**src/rtl/port_rr_prioritizer_if.sv**
```systemverilog
// Request and slot-bundle signals of port_rr_prioritizer. The slave modport is the
// prioritizer itself; the master modport is the upstream ports plus the downstream consumer.
interface port_rr_prioritizer_if #(
  parameter int DATA_WIDTH = 8,
  parameter int ADDR_WIDTH = 4
);
  logic                  port1_valid_in, port2_valid_in, port3_valid_in;
  logic                  port1_we_in,    port2_we_in,    port3_we_in;
  logic [ADDR_WIDTH-1:0] port1_addr_in,  port2_addr_in,  port3_addr_in;
  logic [DATA_WIDTH-1:0] port1_data_in,  port2_data_in,  port3_data_in;
  logic                  in_ready;

  // Handshake: a bundle moves downstream on any rising clk edge where out_valid && out_ready;
  // the three ports are taken together on any edge where in_ready is high.
  logic                  out_ready;
  logic                  out_valid;
  logic                  slot1_valid_out, slot2_valid_out, slot3_valid_out;
  logic                  slot1_we_out,    slot2_we_out,    slot3_we_out;
  logic [ADDR_WIDTH-1:0] slot1_addr_out,  slot2_addr_out,  slot3_addr_out;
  logic [DATA_WIDTH-1:0] slot1_data_out,  slot2_data_out,  slot3_data_out;
  logic [1:0]            slot1_orig_id,   slot2_orig_id,   slot3_orig_id;

  modport slave (
    input  port1_valid_in, port2_valid_in, port3_valid_in,
    input  port1_we_in, port2_we_in, port3_we_in,
    input  port1_addr_in, port2_addr_in, port3_addr_in,
    input  port1_data_in, port2_data_in, port3_data_in,
    input  out_ready,
    output in_ready, out_valid,
    output slot1_valid_out, slot2_valid_out, slot3_valid_out,
    output slot1_we_out, slot2_we_out, slot3_we_out,
    output slot1_addr_out, slot2_addr_out, slot3_addr_out,
    output slot1_data_out, slot2_data_out, slot3_data_out,
    output slot1_orig_id, slot2_orig_id, slot3_orig_id
  );

  modport master (
    output port1_valid_in, port2_valid_in, port3_valid_in,
    output port1_we_in, port2_we_in, port3_we_in,
    output port1_addr_in, port2_addr_in, port3_addr_in,
    output port1_data_in, port2_data_in, port3_data_in,
    output out_ready,
    input  in_ready, out_valid,
    input  slot1_valid_out, slot2_valid_out, slot3_valid_out,
    input  slot1_we_out, slot2_we_out, slot3_we_out,
    input  slot1_addr_out, slot2_addr_out, slot3_addr_out,
    input  slot1_data_out, slot2_data_out, slot3_data_out,
    input  slot1_orig_id, slot2_orig_id, slot3_orig_id
  );
endinterface

```
**src/rtl/port_rr_prioritizer.sv**
```systemverilog
// Packs three port requests into slots 1..3 (valid first, round-robin order) and tags each
// slot with its original port ID; one registered stage with valid/ready flow control.
module port_rr_prioritizer #(
  parameter int DATA_WIDTH     = 8,
  parameter int ADDR_WIDTH     = 4,
  parameter bit FIXED_PRIORITY = 1'b0
) (
  input  logic                   clk,
  input  logic                   rst_n,
  port_rr_prioritizer_if.slave   bus,
  output logic [1:0]             dbg_ptr_o
);
  localparam logic [1:0] ORIG_PORT_1_ID = 2'd1;
  localparam logic [1:0] ORIG_PORT_2_ID = 2'd2;
  localparam logic [1:0] ORIG_PORT_3_ID = 2'd3;

  logic [2:0]            in_vld, in_we;
  logic [ADDR_WIDTH-1:0] in_addr [3];
  logic [DATA_WIDTH-1:0] in_data [3];

  logic                  out_valid_q;
  logic [1:0]            ptr_q, ptr_d, ptr_eff;
  logic [2:0]            slot_vld_q, slot_we_q;
  logic [ADDR_WIDTH-1:0] slot_addr_q [3];
  logic [DATA_WIDTH-1:0] slot_data_q [3];
  logic [1:0]            slot_id_q [3];
  logic [1:0]            order [3];
  logic                  load, any_vld;

  function automatic logic [1:0] mod3_add(input logic [1:0] a, input logic [1:0] b);
    logic [2:0] s;
    s = {1'b0, a} + {1'b0, b};
    if (s >= 3'd3) s = s - 3'd3;
    return s[1:0];
  endfunction

  function automatic logic [1:0] orig_id(input logic [1:0] p);
    case (p)
      2'd0:    return ORIG_PORT_1_ID;
      2'd1:    return ORIG_PORT_2_ID;
      default: return ORIG_PORT_3_ID;
    endcase
  endfunction

  assign in_vld  = {bus.port3_valid_in, bus.port2_valid_in, bus.port1_valid_in};
  assign in_we   = {bus.port3_we_in, bus.port2_we_in, bus.port1_we_in};
  assign in_addr = '{bus.port1_addr_in, bus.port2_addr_in, bus.port3_addr_in};
  assign in_data = '{bus.port1_data_in, bus.port2_data_in, bus.port3_data_in};

  assign any_vld      = |in_vld;
  assign load         = !out_valid_q || bus.out_ready;
  assign bus.in_ready = load;
  // Pointer value 3 cannot be reached, but is folded onto port 1 if it ever appears.
  assign ptr_eff      = (ptr_q == 2'd3) ? 2'd0 : ptr_q;

  // Stable partition of the rotation order: valid ports first, then invalid ones.
  always_comb begin
    logic [1:0] n;
    logic [1:0] idx;
    order = '{2'd0, 2'd1, 2'd2};
    n     = 2'd0;
    idx   = 2'd0;
    for (int k = 0; k < 3; k++) begin
      idx = mod3_add(ptr_eff, 2'(k));
      if (in_vld[idx]) begin
        order[n] = idx;
        n        = n + 2'd1;
      end
    end
    for (int k = 0; k < 3; k++) begin
      idx = mod3_add(ptr_eff, 2'(k));
      if (!in_vld[idx]) begin
        order[n] = idx;
        n        = n + 2'd1;
      end
    end
  end

  always_comb begin
    ptr_d = ptr_eff;
    if (FIXED_PRIORITY) ptr_d = 2'd0;
    else if (load && any_vld) ptr_d = mod3_add(order[0], 2'd1);
  end

  always_ff @(posedge clk or negedge rst_n) begin
    if (!rst_n) begin
      out_valid_q <= 1'b0;
      ptr_q       <= 2'd0;
      slot_vld_q  <= 3'b000;
      slot_we_q   <= 3'b000;
      slot_addr_q <= '{default: '0};
      slot_data_q <= '{default: '0};
      slot_id_q   <= '{ORIG_PORT_1_ID, ORIG_PORT_2_ID, ORIG_PORT_3_ID};
    end else begin
      ptr_q <= ptr_d;
      if (load) begin
        out_valid_q <= any_vld;
        for (int s = 0; s < 3; s++) begin
          slot_vld_q[s]  <= in_vld[order[s]];
          slot_we_q[s]   <= in_we[order[s]];
          slot_addr_q[s] <= in_addr[order[s]];
          slot_data_q[s] <= in_data[order[s]];
          slot_id_q[s]   <= orig_id(order[s]);
        end
      end
    end
  end

  assign bus.out_valid       = out_valid_q;
  assign bus.slot1_valid_out = slot_vld_q[0];
  assign bus.slot2_valid_out = slot_vld_q[1];
  assign bus.slot3_valid_out = slot_vld_q[2];
  assign bus.slot1_we_out    = slot_we_q[0];
  assign bus.slot2_we_out    = slot_we_q[1];
  assign bus.slot3_we_out    = slot_we_q[2];
  assign bus.slot1_addr_out  = slot_addr_q[0];
  assign bus.slot2_addr_out  = slot_addr_q[1];
  assign bus.slot3_addr_out  = slot_addr_q[2];
  assign bus.slot1_data_out  = slot_data_q[0];
  assign bus.slot2_data_out  = slot_data_q[1];
  assign bus.slot3_data_out  = slot_data_q[2];
  assign bus.slot1_orig_id   = slot_id_q[0];
  assign bus.slot2_orig_id   = slot_id_q[1];
  assign bus.slot3_orig_id   = slot_id_q[2];
  assign dbg_ptr_o           = ptr_q;
endmodule

```
**src/flat_wrapper.sv**
```systemverilog
// flat-port wrapper written by rule: the top's interface ports become plain ports
module port_rr_prioritizer_flat 
#(
  parameter int DATA_WIDTH     = 8,
  parameter int ADDR_WIDTH     = 4,
  parameter bit FIXED_PRIORITY = 1'b0
)
  (clk, rst_n, dbg_ptr_o, bus_port1_valid_in, bus_port2_valid_in, bus_port3_valid_in, bus_port1_we_in, bus_port2_we_in, bus_port3_we_in, bus_port1_addr_in, bus_port2_addr_in, bus_port3_addr_in, bus_port1_data_in, bus_port2_data_in, bus_port3_data_in, bus_out_ready, bus_in_ready, bus_out_valid, bus_slot1_valid_out, bus_slot2_valid_out, bus_slot3_valid_out, bus_slot1_we_out, bus_slot2_we_out, bus_slot3_we_out, bus_slot1_addr_out, bus_slot2_addr_out, bus_slot3_addr_out, bus_slot1_data_out, bus_slot2_data_out, bus_slot3_data_out, bus_slot1_orig_id, bus_slot2_orig_id, bus_slot3_orig_id);
  port_rr_prioritizer_if #(.DATA_WIDTH(DATA_WIDTH), .ADDR_WIDTH(ADDR_WIDTH)) bus_i ();
  input  logic clk;
  input  logic rst_n;
  output logic [1:0] dbg_ptr_o;
  input wire logic [$bits(bus_i.port1_valid_in)-1:0] bus_port1_valid_in;
  input wire logic [$bits(bus_i.port2_valid_in)-1:0] bus_port2_valid_in;
  input wire logic [$bits(bus_i.port3_valid_in)-1:0] bus_port3_valid_in;
  input wire logic [$bits(bus_i.port1_we_in)-1:0] bus_port1_we_in;
  input wire logic [$bits(bus_i.port2_we_in)-1:0] bus_port2_we_in;
  input wire logic [$bits(bus_i.port3_we_in)-1:0] bus_port3_we_in;
  input wire logic [$bits(bus_i.port1_addr_in)-1:0] bus_port1_addr_in;
  input wire logic [$bits(bus_i.port2_addr_in)-1:0] bus_port2_addr_in;
  input wire logic [$bits(bus_i.port3_addr_in)-1:0] bus_port3_addr_in;
  input wire logic [$bits(bus_i.port1_data_in)-1:0] bus_port1_data_in;
  input wire logic [$bits(bus_i.port2_data_in)-1:0] bus_port2_data_in;
  input wire logic [$bits(bus_i.port3_data_in)-1:0] bus_port3_data_in;
  input wire logic [$bits(bus_i.out_ready)-1:0] bus_out_ready;
  output wire logic [$bits(bus_i.in_ready)-1:0] bus_in_ready;
  output wire logic [$bits(bus_i.out_valid)-1:0] bus_out_valid;
  output wire logic [$bits(bus_i.slot1_valid_out)-1:0] bus_slot1_valid_out;
  output wire logic [$bits(bus_i.slot2_valid_out)-1:0] bus_slot2_valid_out;
  output wire logic [$bits(bus_i.slot3_valid_out)-1:0] bus_slot3_valid_out;
  output wire logic [$bits(bus_i.slot1_we_out)-1:0] bus_slot1_we_out;
  output wire logic [$bits(bus_i.slot2_we_out)-1:0] bus_slot2_we_out;
  output wire logic [$bits(bus_i.slot3_we_out)-1:0] bus_slot3_we_out;
  output wire logic [$bits(bus_i.slot1_addr_out)-1:0] bus_slot1_addr_out;
  output wire logic [$bits(bus_i.slot2_addr_out)-1:0] bus_slot2_addr_out;
  output wire logic [$bits(bus_i.slot3_addr_out)-1:0] bus_slot3_addr_out;
  output wire logic [$bits(bus_i.slot1_data_out)-1:0] bus_slot1_data_out;
  output wire logic [$bits(bus_i.slot2_data_out)-1:0] bus_slot2_data_out;
  output wire logic [$bits(bus_i.slot3_data_out)-1:0] bus_slot3_data_out;
  output wire logic [$bits(bus_i.slot1_orig_id)-1:0] bus_slot1_orig_id;
  output wire logic [$bits(bus_i.slot2_orig_id)-1:0] bus_slot2_orig_id;
  output wire logic [$bits(bus_i.slot3_orig_id)-1:0] bus_slot3_orig_id;
  assign bus_i.port1_valid_in = bus_port1_valid_in;
  assign bus_i.port2_valid_in = bus_port2_valid_in;
  assign bus_i.port3_valid_in = bus_port3_valid_in;
  assign bus_i.port1_we_in = bus_port1_we_in;
  assign bus_i.port2_we_in = bus_port2_we_in;
  assign bus_i.port3_we_in = bus_port3_we_in;
  assign bus_i.port1_addr_in = bus_port1_addr_in;
  assign bus_i.port2_addr_in = bus_port2_addr_in;
  assign bus_i.port3_addr_in = bus_port3_addr_in;
  assign bus_i.port1_data_in = bus_port1_data_in;
  assign bus_i.port2_data_in = bus_port2_data_in;
  assign bus_i.port3_data_in = bus_port3_data_in;
  assign bus_i.out_ready = bus_out_ready;
  assign bus_in_ready = bus_i.in_ready;
  assign bus_out_valid = bus_i.out_valid;
  assign bus_slot1_valid_out = bus_i.slot1_valid_out;
  assign bus_slot2_valid_out = bus_i.slot2_valid_out;
  assign bus_slot3_valid_out = bus_i.slot3_valid_out;
  assign bus_slot1_we_out = bus_i.slot1_we_out;
  assign bus_slot2_we_out = bus_i.slot2_we_out;
  assign bus_slot3_we_out = bus_i.slot3_we_out;
  assign bus_slot1_addr_out = bus_i.slot1_addr_out;
  assign bus_slot2_addr_out = bus_i.slot2_addr_out;
  assign bus_slot3_addr_out = bus_i.slot3_addr_out;
  assign bus_slot1_data_out = bus_i.slot1_data_out;
  assign bus_slot2_data_out = bus_i.slot2_data_out;
  assign bus_slot3_data_out = bus_i.slot3_data_out;
  assign bus_slot1_orig_id = bus_i.slot1_orig_id;
  assign bus_slot2_orig_id = bus_i.slot2_orig_id;
  assign bus_slot3_orig_id = bus_i.slot3_orig_id;
  port_rr_prioritizer #(.DATA_WIDTH(DATA_WIDTH), .ADDR_WIDTH(ADDR_WIDTH), .FIXED_PRIORITY(FIXED_PRIORITY)) u_core (.clk(clk), .rst_n(rst_n), .bus(bus_i), .dbg_ptr_o(dbg_ptr_o));
endmodule
```
**config.mk**
```make
export PLATFORM = sky130hd
export DESIGN_NAME = port_rr_prioritizer_flat
export DESIGN_NICKNAME = d
export VERILOG_FILES = /design/src/rtl/port_rr_prioritizer_if.sv /design/src/rtl/port_rr_prioritizer.sv /design/src/flat_wrapper.sv
export SDC_FILE = /design/constraint.sdc
export NUM_CORES = 1
export LEC_CHECK = 0
export BUFFER_PORTS_ARGS = -buffer_cell sky130_fd_sc_hd__buf_2
export CAP_MARGIN = 15
export CORE_ASPECT_RATIO = 1.5
export CORE_MARGIN = 10
export CORE_UTILIZATION = 49
export DETAILED_ROUTE_END_ITERATION = 6
export HOLD_SLACK_MARGIN = 0.06
export PLACE_DENSITY = 0.77
export SLEW_MARGIN = 20
export SYNTH_ARGS = -nofsm -noshare
export SYNTH_HDL_FRONTEND = slang
export SYNTH_SLANG_ARGS = --single-unit
```
**constraint.sdc**
```tcl
create_clock -name clk -period 3.3 [get_ports clk]
set_input_delay 0.66 -clock clk [delete_from_list [all_inputs] [get_ports clk]]
set_output_delay 0.66 -clock clk [all_outputs]
set_load 0.02 [all_outputs]
```
==> metrics <==
outcome=finished, final reports clean; clock skew=around 0.0059 ns; worst hold slack=0.3896 ns; core area=about 7700 sq um; Via density=around 6; Worst-path clk slew=approximately 0.070 ns; Hold Vio Cnt, Final=0; Post-Route WL=about 12,000 um; Design Area, Final=around 5000 sq um; Final setup viols=0; Syn. warnings=0; Wirelength per Cell=19.88 um; row cnt=39; Setup Crit Path Kind=register to register; H-tree depth=2; root buffer cell=clkbuf_16; Main synth FF type=dfrtp_1; fmax=306.0 MHz; gpl congestion=approximately 0.87; Worst Path Required=3.48 ns; area leader, netlist=dfrtp_1; nets@finish=569; Max FO, Critical Path=7; Routed met2 length=roughly 6500 um; setup TNS=0 ns; CTS buffer count=5; max cap viols=0; post-synth cell types=68; Initial Util=about half; Chip Width=just over 90 um; ANT nets after route=0; largest net degree at the start of global routing=between 60 and 70; Routed met3 length=~840 um; post-layout min period=between 3 and 4 ns; DRT Pass-1 Iters=5; grt ovf=0; Worst slew margin=between 50% and 60%; mapped cell area=a little under 4000 sq um; Critical Path Sink Type=register; worst skew pair latency=approximately 0.29 ns; ranking of synthesized cells by area=dfrtp_1 30%, mux2i_1 8.5%, o211a_1 3.6%; Die Y=128.9 um; crit path launch type=register; fill cell count=639; Cell Area, Placed=~4700 sq um; Ports=between 90 and 100; Final Util=~65%; CTS sink cnt=between 50 and 60; via count=~3,800; register area=roughly 1300 sq um; # diodes=0; area share of the leading cell type in the synthesized netlist=30.34%; WL met1=between 4000 and 5000 um; Syn Nets=roughly 450; Longest Clk Path Bufs=2; initial antenna violation count=0; highest metal used=met4; CTS tree=yes; GRT Total Usage=between 20% and 30%; asr flop ratio synth=between 90% and 100%; DP Wirelength=a little under 9000 um; Slew Limit Fails=0; Yosys reg bits=51; Least-Margin Pin Slew=~0.66 ns; vias in the first global route=about 4,000; CP arrival=3.45 ns; RSZ-0062 raised after global routing=yes; Tightest Hold Check Type=input pin to async pin; first-pass GRT wire length=about 20,000 um; fraction of layout cells with a size suffix above 1=41.70%; post-synthesis sequential area ratio=around a third; Multi-input gate area=~2400 sq um; I/O Buffers=between 90 and 100; DRC=0; Post-synth EDFFs=0; Area Overhead vs Synth=28.15%; Mapped Avg Cell Area=9.642 sq um; fin crit share=99.02%; DIE AREA=11,940 sq um; Synth Instances=around 400; Initial DRC Count=around 190
[cells in the mapped netlist, drive strengths merged, types with 2 or more instances]
library cell   n
dfrtp         47
nor3           4
a31oi         22
o21ai          8
xnor2          2
and3           2
buf           18
nand4         16
nand2         22
a211o         14
o211a         14
mux2i         37
or2           15
o221ai         2
o31ai          2
nor2          28
o211ai        15
a211oi         2
inv           13
o2bb2ai        2
ha             7
dfstp          4
or4b           2
a21o           2
a21oi         24
a32oi          2
nand2b        19
and2           2
mux2          15
nor2b          2
nor4           2
clkbuf        20
[state kept, by name (all words and copies together) (netlist names), 3 cells and up]
register and flops:
u_core.bus.slot2_addr_out 4, u_core.bus.slot3_data_out 8, u_core.bus.slot2_data_out 8, u_core.slot_we_q 3, u_core.bus.slot3_addr_out 4, u_core.bus.slot1_addr_out 4, u_core.slot_vld_q 3, u_core.bus.slot1_data_out 8
[cell type report]
class                   count  share of cell area, %
clock buffers               7                  2.872
clock inverters             1                 0.1008
inverters                  13                  1.234
multi-input cells         301                  49.14
flip-flops and latches     51                  25.84
well taps                 102                  2.569
repair buffers            145                  18.24
[placed cells by master, fill, tap and decap left out, drive strengths merged, types with 3 or more instances in the layout]
| master | netlist | layout |
|---|---|---|
| a211o | 14 | 14 |
| a21o | 2 | 3 |
| a21oi | 24 | 24 |
| a31oi | 22 | 22 |
| buf | 18 | 145 |
| clkbuf | 20 | 7 |
| dfrtp | 47 | 47 |
| dfstp | 4 | 4 |
| ha | 7 | 7 |
| inv | 13 | 13 |
| mux2 | 15 | 15 |
| mux2i | 37 | 37 |
| nand2 | 22 | 22 |
| nand2b | 19 | 19 |
| nand4 | 16 | 16 |
| nor2 | 28 | 28 |
| nor3 | 4 | 4 |
| o211a | 14 | 14 |
| o211ai | 15 | 15 |
| o21ai | 8 | 8 |
| or2 | 15 | 15 |
[metal layers]
metal / global-route usage, % / vias to the layer above
li1: - / 1721
met5: 0 / -
met3: 4.657 / 33
met2: 35.50 / 184
met4: 8.834 / 0
met1: 23.38 / 1863
[metrics by stage]
| stage | cells | setup slack, ns |
|---|---|---|
| floorplan | 402 | -0.3114 |
| global placement | 607 | -0.1114 |
| detailed placement | 607 | -0.2026 |
| CTS | 616 | 0.003034 |
| global route | 620 | -0.04831 |
| finish | 620 | 0.03247 |
[worst paths after layout]
path                                               from                      endpoint  slack (ns)  cells past startpoint
setup / recovery                    u_core.dbg_ptr_o[0]  u_core.bus.slot2_data_out[3]        0.03                     13
hold / removal                                    rst_n  u_core.bus.slot3_addr_out[2]        0.39                      1
setup reg to reg                    u_core.dbg_ptr_o[0]  u_core.bus.slot2_data_out[3]        0.03                     13
hold reg to reg            u_core.bus.slot1_addr_out[1]  u_core.bus.slot1_addr_out[1]        0.50                      2
max in group asynchronous                         rst_n  u_core.bus.slot3_data_out[2]        2.12                      2
min in group clk           u_core.bus.slot1_addr_out[1]  u_core.bus.slot1_addr_out[1]        0.50                      2
[worst max-delay path: stages, from the launching register on]
cell	delay [ns]
dfrtp_2	0.41
buf_4	0.15
ha_4	0.17
mux2i_4	0.19
o21a_4	0.23
inv_8	0.06
ha_4	0.20
or4b_4	0.53
a31oi_4	0.24
buf_6	0.14
a31oi_4	0.04
a21o_4	0.28
mux2_4	0.31
o211a_1	0.21
[kinds of logic after synthesis]
group	after synthesis	synth area share (%)
AO/OA/AOI/OAI	120	24.47
adder cells (fa/ha/maj)	7	2.259
flip-flops	51	33.05
buffers and inverters	51	7.198
AND/OR/NAND/NOR	119	16.82
XOR/XNOR	2	0.4520
multiplexers	52	15.75
[timing repair]
item / 4_1_cts / 5_1_grt
setup endpoints to repair: 15 / 15
pin swaps: 1 / 5
gates resized for setup: 7 / 5
cloned: 1 / 0
hold buffers: 0 / 0
buffers inserted: 0 / 4
Power is not shown: default switching activity piles up to over one toggle a cycle in this logic, so the estimate is an artifact.
